<file path="src/rtl/bsk_led_scheduler.sv">
// Round-robin scheduler that time-shares one LED data bus across several latch groups.
// Each slot drives a registered snapshot, pulses that group's latch enable, then holds the data.
module bsk_led_scheduler #(
  parameter int WIDTH      = 16,
  parameter int NUM_GRP    = 3,
  parameter int SETUP_CYC  = 1,
  parameter int STROBE_CYC = 8,
  parameter int HOLD_CYC   = 1,
  localparam int SW        = (NUM_GRP > 1) ? $clog2(NUM_GRP) : 1
) (
  input  logic                     clk,
  input  logic                     iReset,
  input  logic                     iEn,
  input  logic [NUM_GRP-1:0]       iGrpMask,
  input  logic [NUM_GRP*WIDTH-1:0] iLedData,
  input  logic                     iLampTest,
  output logic [WIDTH-1:0]         oLed,
  output logic [NUM_GRP-1:0]       oLe,
  output logic [SW-1:0]            oSlot,
  output logic                     oBusy,
  output logic                     oFrame
);

  localparam int MAX_CYC = (SETUP_CYC > STROBE_CYC)
                           ? ((SETUP_CYC > HOLD_CYC) ? SETUP_CYC : HOLD_CYC)
                           : ((STROBE_CYC > HOLD_CYC) ? STROBE_CYC : HOLD_CYC);
  localparam int CW = $clog2(MAX_CYC + 1);
  localparam logic [NUM_GRP-1:0] LE_ONE = NUM_GRP'(1);

  typedef enum logic [1:0] {IDLE, SETUP, STROBE, HOLD} state_t;

  state_t             state_r;
  logic [CW-1:0]      cnt_r;
  logic [SW-1:0]      ptr_r;
  logic [WIDTH-1:0]   led_r;
  logic [NUM_GRP-1:0] le_r;
  logic [SW-1:0]      slot_r;
  logic               busy_r;
  logic               frame_r;

  logic [SW-1:0]      sel_s;
  logic               sel_ok_s;
  logic [SW-1:0]      next_ptr_s;
  logic [WIDTH-1:0]   snap_s;
  logic               slot_end_s;
  logic               start_s;
  logic               frame_s;

  // Returns {found, index} of the first enabled group at or after ptr, wrapping to the lowest one.
  function automatic logic [SW:0] find_sel(input logic [NUM_GRP-1:0] mask,
                                           input logic [SW-1:0] ptr);
    logic [NUM_GRP-1:0] m;
    logic               any_hit;
    logic               up_hit;
    logic [SW-1:0]      any_idx;
    logic [SW-1:0]      up_idx;
    m       = mask;
    any_hit = 1'b0;
    up_hit  = 1'b0;
    any_idx = '0;
    up_idx  = '0;
    for (int g = 0; g < NUM_GRP; g++) begin
      if (m[0] && !any_hit) begin
        any_hit = 1'b1;
        any_idx = SW'(g);
      end
      if (m[0] && !up_hit && (g >= int'(ptr))) begin
        up_hit = 1'b1;
        up_idx = SW'(g);
      end
      m = m >> 1;
    end
    return up_hit ? {1'b1, up_idx} : {any_hit, any_idx};
  endfunction

  // Next-group selection, snapshot and slot-start decision.
  always_comb begin
    {sel_ok_s, sel_s} = find_sel(iGrpMask, ptr_r);
    snap_s = iLampTest ? {WIDTH{1'b1}} : WIDTH'(iLedData >> (int'(sel_s) * WIDTH));
    if (sel_s == SW'(NUM_GRP - 1)) begin
      next_ptr_s = '0;
    end else begin
      next_ptr_s = sel_s + SW'(1);
    end
    slot_end_s = (state_r == HOLD) && (cnt_r == '0);
    start_s    = iEn && sel_ok_s && ((state_r == IDLE) || slot_end_s);
    // Back-to-back slots only: a slot started from IDLE never marks a frame.
    frame_s    = slot_end_s && (sel_s <= slot_r);
  end

  // Slot sequencer with registered bus, strobe and status outputs.
  always_ff @(posedge clk) begin
    if (iReset) begin
      state_r <= IDLE;
      cnt_r   <= '0;
      ptr_r   <= '0;
      led_r   <= '0;
      le_r    <= '0;
      slot_r  <= '0;
      busy_r  <= 1'b0;
      frame_r <= 1'b0;
    end else if (start_s) begin
      state_r <= SETUP;
      cnt_r   <= CW'(SETUP_CYC - 1);
      led_r   <= snap_s;
      slot_r  <= sel_s;
      ptr_r   <= next_ptr_s;
      busy_r  <= 1'b1;
      le_r    <= '0;
      frame_r <= frame_s;
    end else begin
      frame_r <= 1'b0;
      case (state_r)
        IDLE: begin
          busy_r <= 1'b0;
          le_r   <= '0;
        end
        SETUP: begin
          if (cnt_r == '0) begin
            state_r <= STROBE;
            cnt_r   <= CW'(STROBE_CYC - 1);
            le_r    <= LE_ONE << slot_r;
          end else begin
            cnt_r <= cnt_r - CW'(1);
          end
        end
        STROBE: begin
          if (cnt_r == '0) begin
            state_r <= HOLD;
            cnt_r   <= CW'(HOLD_CYC - 1);
            le_r    <= '0;
          end else begin
            cnt_r <= cnt_r - CW'(1);
          end
        end
        HOLD: begin
          if (cnt_r == '0) begin
            state_r <= IDLE;
            busy_r  <= 1'b0;
            le_r    <= '0;
          end else begin
            cnt_r <= cnt_r - CW'(1);
          end
        end
        default: begin
          state_r <= IDLE;
          cnt_r   <= '0;
          busy_r  <= 1'b0;
          le_r    <= '0;
        end
      endcase
    end
  end

  assign oLed   = led_r;
  assign oLe    = le_r;
  assign oSlot  = slot_r;
  assign oBusy  = busy_r;
  assign oFrame = frame_r;

endmodule

</file>
<file path="config.mk">
export PLATFORM = sky130hd
export DESIGN_NAME = bsk_led_scheduler
export DESIGN_NICKNAME = d
export VERILOG_FILES = /design/src/rtl/bsk_led_scheduler.sv
export SDC_FILE = /design/constraint.sdc
export NUM_CORES = 1
export LEC_CHECK = 0
export ABC_AREA = 1
export CAP_MARGIN = 5
export CORE_ASPECT_RATIO = 0.7
export CORE_MARGIN = 1.5
export CORE_UTILIZATION = 25
export DETAILED_ROUTE_END_ITERATION = 7
export GPL_TIMING_DRIVEN = 0
export PLACE_DENSITY_LB_ADDON = 0.25
export SLEW_MARGIN = 20
export SYNTH_ARGS = -nofsm -noshare
export SYNTH_HDL_FRONTEND = slang
export SYNTH_SLANG_ARGS = --single-unit
</file>
<file path="constraint.sdc">
create_clock -name clk -period 2.25 [get_ports clk]
set_clock_uncertainty 0.15 [all_clocks]
set_input_delay 0.45 -clock clk [delete_from_list [all_inputs] [get_ports clk]]
set_output_delay 0.45 -clock clk [all_outputs]
set_load 0.01 [all_outputs]
</file>
Word level (Yosys, flattened, before mapping):

Cells that the tools add are included.
W data, S select, Z words.

* bits in registers: 31
* output and inout bits: 23

* add/sub/neg operators: 2
* $lt $le $gt $ge: 4
* equal/unequal tests: 12
* shift operators: 2
* mux-type cells: 28
* bitwise logic cells: 1
* reductions and logical operators: 29

Operators with widths (number)
* $shr A48 B6 Y16: 1
* $mux W16: 1
* $mux W2: 6
* $mux W4: 3
* $pmux W4 S3: 1
* $logic_and A1 B1 Y1: 11
* $mux W1: 11
* $mux W3: 3
* $pmux W3 S3: 1
* $reduce_and A4 Y1: 2
* $eq A2 B2 Y1 const B: 3
* $ne A2 B2 Y1 const B: 3
* $ne A3 B3 Y1 const B: 2
* $pmux W2 S3: 1
* $reduce_and A2 Y1: 3
* $reduce_bool A3 Y1: 2
* $reduce_or A2 Y1: 3
* $ge A1 B2 Y1 const A: 2
* $logic_not A1 Y1: 4
* $logic_not A4 Y1: 1
* $ne A2 B1 Y1 const B: 2
* $reduce_bool A4 Y1: 1
* $sub A4 B1 Y4 const B: 1
* $ne A3 B2 Y1 const B: 1
* 9 further kinds: 9

Longest topological paths before layout:

* depth after elaboration: 16
* mapped depth: 14
* mapped depth without buffers: 13

Worst setup path after synthesis:

OpenSTA, ideal clock, no wires.

* kind: input port to flip-flop
* start point: input iGrpMask[1]
* end point: register frame_r (netlist: oFrame)
* library setup time: 0.116 ns
* arrival time: 1.572 ns
* slack: 0.411 ns
* stages: 9
* cell sequence: inv_1 > nor2_1 > o211ai_4 > nand2_2 > buf_4 > inv_1 > ha_1 > a21oi_1 > nor3_1

* word-level cells in the longest chain between the ends: 12

RTL lines
* start, declared: RTL line 14 `input logic [NUM_GRP-1:0] iGrpMask,`
* $logic_and A1 B1 Y1 (2 in a row): RTL line 67 `if (m[0] && !up_hit && (g >= int'(ptr))) begin`
* $mux W1: RTL line 67
* $logic_not A1 Y1: RTL line 67
* $logic_and A1 B1 Y1 (2 in a row): RTL line 67
* $mux W1: RTL line 67
* $mux W3 *: RTL line 73 `return up_hit ? {1'b1, up_idx} : {any_hit, any_idx};`
* branches (longest 4 deep; another with $le A2 B2 Y1)
* end signal, assigned: RTL line 110 `frame_r <= frame_s;`
* end, declared: RTL line 39 `logic frame_r;`

Every way passes the cells marked *.
A chain may end at the register's enable or synchronous reset.

Worst setup path after layout:

* start point: input iGrpMask[2]
* end point: register frame_r (netlist: oFrame)

* word-level cells in the longest chain between the ends: 8

RTL lines (RTL line)
* $logic_and A1 B1 Y1 (2 in a row): 67
* $mux W1: 67
* $mux W3 *: 73
* branches (longest 4 deep; another with $le A2 B2 Y1)

Marks and branches as above.

==> results.sh <==
export IMPL_synth_area_per_cell_um2=6.412
export IMPL_nets=461
export IMPL_setup_viol=0
export IMPL_fillers=862
export IMPL_ios=78
export IMPL_ys_seq_area_frac=0.3102
export IMPL_fin_crit_sh=0.9173
export IMPL_setup_tns_ns=0
export IMPL_rows=27
export IMPL_wirelength_um=5779
export IMPL_dp_hpwl_um=4501
export IMPL_min_to="oLed[4]"
export IMPL_insertion_delay_ns=0.27
export IMPL_syn_num_nets=378
export IMPL_antenna_diode_count=0
export IMPL_place_gp_congestion=0.7740
export IMPL_cp_slowest_cell="clkdlybuf4s50_1"
export IMPL_end_kind="register"
export IMPL_hold_path_startpoint="oLed[4]"
export IMPL_startpoint_type="input pin"
export IMPL_arrival_ns=2.07
export IMPL_whs_ns=0.3001
export IMPL_cp_cell_sequence="clkdlybuf4s50_1 > inv_1 > o211ai_4 > nand2_8 > inv_1 > ha_1 > a21oi_1 > nor3_2"
export IMPL_h_tree_depth=2
export IMPL_worst_r2r_path_depth=14
export IMPL_core_area_um2=7804
export IMPL_grt_pass1_wl_um=9190
export IMPL_p_total_uw=2650
export IMPL_drv_cap=0
export IMPL_drc=0
export IMPL_clock_fmax_mhz=484.5
export IMPL_hold_depth=2
export IMPL_reg2reg_slack_ns=0.38
export IMPL_p_leak_uw=0.001472
export IMPL_cts_buffer_depth=2
export IMPL_clkTransAtPathRegs_ns=0.05
export IMPL_async_reset_ff_frac=0
export IMPL_drt_iter0_drc=98
export IMPL_max_slew_margin=0.6643
export IMPL_grt_pass1_vias=1963
export IMPL_area_delta_synth_final_pct=52.91
export IMPL_reg2reg_from="cnt_r[0]"
export IMPL_die_y_um=77.85
export IMPL_hold_viol=0
export IMPL_final_common_cell="nand2_1"
export IMPL_synth_edf_count=0
export IMPL_outcome="finished, final reports clean"
export IMPL_cpPeakStageDelay_ns=0.45
export IMPL_clock_root_buffer="clkbuf_16"
export IMPL_dieArea_um2=8557
export IMPL_io_buffers=77
export IMPL_dr_pass1_iters=4
export IMPL_slew_violations=0
export IMPL_tightest_slew_ns=0.5035
export IMPL_final_cell_mix="113 x nand2_1, 75 x clkdlybuf4s50_1, 57 x inv_1"
export IMPL_grt_ovfl_total=0
export IMPL_yosys_warnings=0
export IMPL_die_w_um=109.9
export IMPL_hp_class="register to register"
export IMPL_wl_per_cell_um=11.67
export IMPL_ys_seq_elements=31
export IMPL_crit_type="input pin to register"
export IMPL_ant_nets=0
export IMPL_cts_tree="done"
export IMPL_ys_types=26
export IMPL_path_max_fanout=18
export IMPL_mappedNetlistArea_um2=2001
export IMPL_antenna_found_initial=0
export IMPL_rsz0062_at_grt="false"
export IMPL_cp_data_required_time_ns=2.26
export IMPL_worst_path_most_repeated_cell="inv_1"
export IMPL_final_cell_area_um2=3059
export IMPL_numCtsBuffers=5
export IMPL_via_per_inst=4.246
export IMPL_reg2reg_to="oLed[14]"
export IMPL_cts_sinks=31
export IMPL_grt_max_degree=19
export IMPL_grtUsageTotal=0.1387
export IMPL_ys_flop_type="dfxtp_1"
export IMPL_drive_above_1_share=0.07868
export IMPL_placed_area_um2=2898
export IMPL_power_density_nw_per_um2=866.4
export IMPL_dr_total_vias=2102
export IMPL_max_vdd_ir_drop_mv=0.3531
export IMPL_min_period_ns=2.064
export IMPL_syn_inst=312
export IMPL_initial_core_util=0.2564
critical path, delay by kind of cell:
family,cells,cell delay (ns)
AOI/OAI and AO/OA,2,0.54
and+or+nand+nor,2,0.24
buffers and inverters,3,0.62
adders and majority gates,1,0.22
area by class of cell:
type | count | area (um^2) | share of cell area
multi-input cells | 212 | 1121 | 0.3665
flip-flops and latches | 31 | 620.6 | 0.2029
plain buffers | 7 | 57.56 | 0.01881
well taps | 101 | 126.4 | 0.04131
inverters | 61 | 229.0 | 0.07485
clock buffers | 6 | 128.9 | 0.04213
repair buffers | 77 | 775.7 | 0.2536
kinds of logic (layout without fill, tap and decap cells):
logic type / Yosys count / in the layout / share of synthesized area
XOR/XNOR: 1 / 1 / 0.004379
adder cells (fa/ha/maj): 11 / 11 / 0.06879
AO/OA/AOI/OAI: 39 / 39 / 0.1088
flip-flops: 31 / 31 / 0.3102
AND/OR/NAND/NOR: 161 / 161 / 0.3627
buffers and inverters: 69 / 151 / 0.1451
flip-flops by register name, indices dropped and copies added (netlist names):
register  flops
oLe           3
oSlot         2
state_r       2
cnt_r         4
oBusy         1
ptr_r         2
oFrame        1
oLed         16
how the worst max path moves through the flow:
stage                      startpoint     end  slack (ns)  depth (start not counted)
final                     iGrpMask[2]  oFrame        0.19                          8
after global placement    iGrpMask[1]  oFrame       -0.39                         10
after floorplan           iGrpMask[1]  oFrame        0.41                          9
after CTS                 iGrpMask[1]  oFrame        0.04                          9
after global routing      iGrpMask[2]  oFrame        0.05                         10
after detailed placement  iGrpMask[1]  oFrame       -0.41                         10
synth_stat cells (2+ instances only):
cell | number | area, um^2
a21oi_1 | 14 | 70.07
buf_4 | 4 | 30.03
buf_6 | 2 | 22.52
dfxtp_1 | 31 | 620.6
ha_1 | 11 | 137.6
inv_1 | 57 | 214.0
inv_2 | 4 | 15.01
nand2_1 | 114 | 427.9
nand2_2 | 3 | 18.77
nand2_4 | 3 | 33.78
nand3_1 | 18 | 90.09
nand4_1 | 7 | 43.79
nor2_1 | 9 | 33.78
nor2_4 | 2 | 22.52
nor3_1 | 2 | 10.01
o21ai_0 | 19 | 95.09
o22ai_1 | 3 | 18.77
metal layers:
metal / track usage / vias up / routed length (um)
met1: 0.1904 / 918 / 2938
met2: 0.2168 / 58 / 2396
li1: - / 1121 / -
met4: 0.03636 / 0 / 53
met5: 0 / - / 0
met3: 0.03109 / 5 / 391
stage by stage:
step           cells  setup WS, ns    util
2_1_floorplan    312        0.4114       -
3_3_place_gp     490       -0.3867  0.3713
3_5_place_dp     490       -0.4146  0.3713
4_1_cts          495       0.03613  0.3882
5_1_grt          495       0.04713  0.3920
6_report         495        0.1862  0.3920
where the power goes:
group | switching (uW) | internal, uW | total [uW]
clock | 218 | 397 | 615
sequential | 103 | 690 | 793
combinational | 694 | 549 | 1240
total | 1010 | 1640 | 2650
what timing repair did:
action,in CTS,in global routing
setup buffers,0,0
hold buffers,0,0
setup endpoints to repair,1,1
gates resized for setup,2,8
pin swaps,0,1
Power figures use the tool's default switching activity.
